--- config.mk ---
export PLATFORM = sky130hd
export DESIGN_NAME = pe_v03
export DESIGN_NICKNAME = d
export VERILOG_FILES = /design/src/rtl/pe_v03.sv
export SDC_FILE = /design/constraint.sdc
export NUM_CORES = 1
export LEC_CHECK = 0
export CAP_MARGIN = 25
export CORE_MARGIN = 5
export CORE_UTILIZATION = 30
export CTS_CLUSTER_DIAMETER = 60
export DETAILED_ROUTE_END_ITERATION = 10
export PLACE_DENSITY = 0.48
export SYNTH_ARGS = -nofsm -noshare
export SYNTH_HDL_FRONTEND = slang
export SYNTH_SLANG_ARGS = --single-unit
--- constraint.sdc ---
create_clock -name clk -period 15.9 [get_ports clk]
set_input_delay 1.59 -clock clk [delete_from_list [all_inputs] [get_ports clk]]
set_output_delay 1.59 -clock clk [all_outputs]
set_load 0.02 [all_outputs]
--- src/rtl/pe_v03.sv ---
// Registered, config-loaded processing element: joins neighbour operands, runs one
// ALU op per fire for ITER fires (or forever when ITER is 0), registers every result.
module pe_v03 #(
    parameter int DATA_W = 8,
    parameter int ITER_W = 8,
    localparam int CFG_W = DATA_W + ITER_W + 12
) (
    input  logic              clk,
    input  logic              rst,
    input  logic              cfg_valid_i,
    input  logic [CFG_W-1:0]  cfg_word_i,
    output logic              cfg_ready_o,
    input  logic              cfg_clear_i,
    input  logic [DATA_W-1:0] in_e_i,
    input  logic [DATA_W-1:0] in_s_i,
    input  logic [DATA_W-1:0] in_w_i,
    input  logic [DATA_W-1:0] in_n_i,
    input  logic [3:0]        in_vld_i,
    output logic [DATA_W-1:0] out_e_o,
    output logic [DATA_W-1:0] out_s_o,
    output logic [DATA_W-1:0] out_w_o,
    output logic [DATA_W-1:0] out_n_o,
    output logic [3:0]        out_vld_o,
    output logic [DATA_W-1:0] mem_data_o,
    output logic              mem_vld_o,
    output logic              busy_o,
    output logic              done_o
);

    typedef enum logic {IDLE, RUN} state_t;

    state_t              state_q, state_d;
    logic [CFG_W-1:0]    cfg_q, cfg_d;
    logic [ITER_W-1:0]   cnt_q, cnt_d;
    logic [DATA_W-1:0]   r0_q, r1_q, mem_q;
    logic                mem_vld_q, done_q;

    logic [2:0]          op, src1, src2, dst;
    logic [ITER_W-1:0]   iter;
    logic [DATA_W-1:0]   imm;

    assign op   = cfg_q[2:0];
    assign src2 = cfg_q[5:3];
    assign src1 = cfg_q[8:6];
    assign dst  = cfg_q[11:9];
    assign iter = cfg_q[12 +: ITER_W];
    assign imm  = cfg_q[12+ITER_W +: DATA_W];

    // Returns {operand_valid, operand}; register, immediate and zero sources are always valid.
    function automatic logic [DATA_W:0] pick(input logic [2:0] code);
        logic [DATA_W:0] r;
        r = {1'b1, {DATA_W{1'b0}}};
        case (code)
            3'd0:    r = {in_vld_i[0], in_e_i};
            3'd1:    r = {in_vld_i[1], in_s_i};
            3'd2:    r = {in_vld_i[2], in_w_i};
            3'd3:    r = {in_vld_i[3], in_n_i};
            3'd4:    r = {1'b1, r0_q};
            3'd5:    r = {1'b1, r1_q};
            3'd6:    r = {1'b1, imm};
            default: r = {1'b1, {DATA_W{1'b0}}};
        endcase
        return r;
    endfunction

    logic [DATA_W:0]   pick_a, pick_b;
    logic [DATA_W-1:0] opa, opb, res;
    logic              fire, last_fire;

    assign pick_a = pick(src1);
    assign pick_b = pick(src2);
    assign opa    = pick_a[DATA_W-1:0];
    assign opb    = pick_b[DATA_W-1:0];

    // A clear in the same cycle wins over a fire, so that result never appears.
    assign fire      = (state_q == RUN) && !cfg_clear_i && pick_a[DATA_W] && pick_b[DATA_W];
    assign last_fire = fire && (iter != '0) && (cnt_q == iter - ITER_W'(1));

    always_comb begin
        res = '0;
        case (op)
            3'd0:    res = opa + opb;
            3'd1:    res = opa - opb;
            3'd2:    res = opa * opb;
            3'd3:    res = (opb == '0) ? '1 : opa / opb;
            3'd4:    res = opa & opb;
            3'd5:    res = opa | opb;
            3'd6:    res = opa ^ opb;
            default: res = opa;
        endcase
    end

    always_comb begin
        state_d     = state_q;
        cfg_d       = cfg_q;
        cnt_d       = cnt_q;
        cfg_ready_o = 1'b0;
        case (state_q)
            IDLE: begin
                cfg_ready_o = 1'b1;
                if (cfg_valid_i) begin
                    cfg_d   = cfg_word_i;
                    cnt_d   = '0;
                    state_d = RUN;
                end
            end
            RUN: begin
                if (cfg_clear_i) begin
                    state_d = IDLE;
                end else if (fire) begin
                    cnt_d = cnt_q + ITER_W'(1);
                    if (last_fire) state_d = IDLE;
                end
            end
            default: state_d = IDLE;
        endcase
    end

    always_ff @(posedge clk or posedge rst) begin
        if (rst) begin
            state_q <= IDLE;
            cfg_q   <= '0;
            cnt_q   <= '0;
        end else begin
            state_q <= state_d;
            cfg_q   <= cfg_d;
            cnt_q   <= cnt_d;
        end
    end

    // Directional outputs {N,W,S,E}: data holds, valid pulses for one cycle.
    logic [3:0][DATA_W-1:0] out_data;

    generate
        for (genvar gi = 0; gi < 4; gi++) begin : g_dir
            logic [DATA_W-1:0] data_q;
            logic              vld_q;
            always_ff @(posedge clk or posedge rst) begin
                if (rst) begin
                    data_q <= '0;
                    vld_q  <= 1'b0;
                end else begin
                    vld_q <= fire && (dst == 3'(gi));
                    if (fire && (dst == 3'(gi))) data_q <= res;
                end
            end
            assign out_data[gi]  = data_q;
            assign out_vld_o[gi] = vld_q;
        end
    endgenerate

    always_ff @(posedge clk or posedge rst) begin
        if (rst) begin
            mem_q     <= '0;
            mem_vld_q <= 1'b0;
            r0_q      <= '0;
            r1_q      <= '0;
            done_q    <= 1'b0;
        end else begin
            mem_vld_q <= fire && (dst == 3'd4);
            done_q    <= last_fire;
            if (fire && (dst == 3'd4)) mem_q <= res;
            if (fire && (dst == 3'd5)) r0_q  <= res;
            if (fire && (dst == 3'd6)) r1_q  <= res;
        end
    end

    assign out_e_o    = out_data[0];
    assign out_s_o    = out_data[1];
    assign out_w_o    = out_data[2];
    assign out_n_o    = out_data[3];
    assign mem_data_o = mem_q;
    assign mem_vld_o  = mem_vld_q;
    assign done_o     = done_q;
    assign busy_o     = (state_q == RUN);

endmodule

==> flow_summary.toml <==
[synth]
synth_nets = 1112
synthFlopType = "dfrtp_1"
synth_edf_count = 0
postSynthCellCount = 949
syn_area_per_cell_um2 = 9.28
yosysSeqAreaShare_pct = 28.1
synth_cell_types = 71
ys_seq_elements = 99
ys_warn_count = 0
async_flop_share_pct = 100
syn-cell-area_um2 = 8810

[routing]
routed_wl_um = 28600
first_pass_iters = 5
ant_nets = 0
vias_per_cell = 5.29
drc_errors = 0
wl_per_cell_um = 19.8
vias = 7644
drt_iter0_markers = 475

[min_path]
hold_path.class = "flip-flop to flip-flop"
min_path_cells = 1

[clock_network]
post-cts-setup-buffers = 0
clock_path_buffers = 2
cts_buffers = 9
clock-sinks = 99
cts_root_buf = "clkbuf_16"
clock_latency_ns = 0.35
cts_resized = 0
cts.clk_slew.worst_paths_ns = 0.07
htreeDepth = 3
hold_buffers = 0
tritoncts = "done"

[global_route]
grt_util_all_layers_pct = 17.3
antenna_found_initial = 1
globalRouteMet2Util_pct = 28.2
grt_pass1_vias = 7806
use_met1_pct = 22.8
grt_start_max_net_pins = 77
overflow = 0
grt_pass1_wl_um = 45500
grt-busiest-layer = "met2"
use_met3_pct = 4.18

[finish]
synthToLayoutAreaGrowth_pct = 22.5
num-fill-cells = 2979
seqCellArea_um2 = 2480
layout.nets = 1220
multi_input_area_um2 = 5880
diodes = 0
drive_gt1_share_pct = 13.5

[floorplan]
die_area_um2 = 32900
rows = 62
ioPinCount = 116
die_x_um = 181
core_um2 = 28900
die_h_um = 181
initial_utilization_pct = 30.5

[run]
drv_cap = 0

[critical_path]
critPathMaxFanout = 8
slowest_delay_ns = 0.63
crit_type = "primary input to flip-flop"
reg2reg_depth = 52
end_kind = "flip-flop"
cp.required_ns = 16.14
worstPathArrival_ns = 15.03
crit_slowest_cell = "or4b_2"
worstSetupStartpointType = "primary input"

[sta]
fmax_ghz = 0.0676
skew_ns = 0.00743
finalWorstSetupSlack_ns = 1.11
tns_ns = 0
setup_viol = 0
slew_violations = 0
max-slew-margin-rel_pct = 32.2
finalHoldViolations = 0
period_needed_ns = 14.79
tightestPinTransition_ns = 1.01
fin_crit_sh_pct = 93.0
rsz0062_at_grt = "no"

[place]
dp_slack_ns = 0.742
gp_congestion = 0.855
dp_hpwl_um = 21700
portBuffers = 115

[power]
power_switching_mw = 1.33
p_comb_share_pct = 75.7
intPower_mw = 1.35
p_leak_nw = 4.68
p_per_area_nw_per_um2 = 249
ir_drop_v = 0.000107
seqPwrFrac_pct = 15.6
swShare_pct = 49.5
clkPwrFrac_pct = 8.7

[status]
status = "finished, final reports clean"
final timing paths:
| path | from | endpoint | slack (ns) |
|---|---|---|---|
| max in group asynchronous | rst | cfg_q[7] | 13.44 |
| setup reg to reg | cfg_q[3] | out_s_o[0] | 1.59 |
| min in group asynchronous | rst | out_e_o[2] | 1.54 |
| setup / recovery | in_w_i[3] | out_s_o[0] | 1.11 |
| hold / removal | out_w_o[3] | out_w_o[3] | 0.51 |
| hold reg to reg | out_w_o[3] | out_w_o[3] | 0.51 |
cells by family (layout without fill, tap and decap cells):
kind of cell	Yosys count	after routing	synth area share, %
and+or+nand+nor	267	267	14.8
buffers and inverters	112	225	5.41
DFF	99	99	28.1
adders and majority gates	95	95	14.6
AOI/OAI and AO/OA	212	212	16.3
muxes	111	111	15.0
xor gates and xnor gates	53	53	5.74
critical path, delay by kind of cell:
family                   cells  cell delay, ns
multiplexers                 4            1.52
AND/OR/NAND/NOR             10            2.89
AO/OA/AOI/OAI               27            5.75
adder cells (fa/ha/maj)      7            2.12
buffers and inverters        6            1.15
synthesized netlist by cell type, types with 11 or more instances:
| library cell | instances | area [um^2] |
|---|---|---|
| a21o_1 | 12 | 90.1 |
| a21oi_1 | 38 | 190 |
| a31oi_1 | 22 | 138 |
| clkbuf_1 | 23 | 86.3 |
| dfrtp_1 | 99 | 2480 |
| fa_1 | 13 | 260 |
| ha_1 | 82 | 1030 |
| inv_1 | 64 | 240 |
| mux2_2 | 69 | 777 |
| mux2i_1 | 31 | 310 |
| nand2_1 | 54 | 203 |
| nand2b_1 | 12 | 75.1 |
| nand3_1 | 20 | 100 |
| nand3b_1 | 11 | 82.6 |
| nor2_1 | 92 | 345 |
| nor2b_1 | 11 | 68.8 |
| nor3_1 | 28 | 140 |
| o21a_1 | 12 | 90.1 |
| o21ai_0 | 38 | 190 |
| xnor2_1 | 36 | 315 |
| xor2_1 | 14 | 123 |
per-layer routing:
| metal | wire length, um | vias to the layer above |
|---|---|---|
| li1 | - | 3645 |
| met1 | 12700 | 3719 |
| met2 | 13100 | 220 |
| met3 | 1910 | 58 |
| met4 | 913 | 2 |
| met5 | 11 | - |
power by group through the flow:
stage / logic [mW] / clock network, mW / registers [mW]
finish: 2.03 / 0.232 / 0.419
global route: 2.26 / 0.250 / 0.431
CTS: 2.03 / 0.241 / 0.420
floorplan: 1.39 / 0 / 0.438
global placement: 2.02 / 0 / 0.421
detailed placement: 2.02 / 0 / 0.423
state kept, by name, summed over array words and instances (netlist names), 8 cells and up:
signal	flops
cfg_q	28
cnt_q	8
mem_data_o	8
out_e_o	8
out_n_o	8
out_s_o	8
out_w_o	8
r0_q	8
r1_q	8
layout by cell type (no fill, tap or decap), drive strengths merged, types with 13 or more instances in the layout:
master         netlist  final
clkdlybuf4s50        0    115
dfrtp               99     99
nor2                92     92
ha                  82     82
mux2                71     71
inv                 65     67
nand2               54     54
o21ai               45     45
a21oi               38     38
xnor2               36     36
mux2i               31     31
buf                 24     29
nor3                28     28
a31oi               22     22
nand3               20     20
xor2                14     14
fa                  13     13
metrics by stage:
stage / utilization, % / hold WS (ns) / area, um^2 / total power, mW / cells
floorplan: - / 0.463 / 8810 / 1.83 / 949
global placement: 36.1 / 0.489 / 10400 / 2.45 / 1427
detailed placement: 36.1 / 0.496 / 10400 / 2.45 / 1427
CTS: 37.2 / 0.513 / 10700 / 2.69 / 1443
global route: 37.4 / 0.531 / 10800 / 2.94 / 1446
finish: 37.4 / 0.510 / 10800 / 2.68 / 1446
area by class of cell:
cell class,count,area share [%]
clock buffers,12,2.38
flip-flops and latches,99,23.0
multi-input cells,738,54.5
clock inverters,4,0.510
repair buffers,144,12.9
inverters,65,2.28
well taps,384,4.45
No activity file was read; power rests on OpenSTA's default activity.
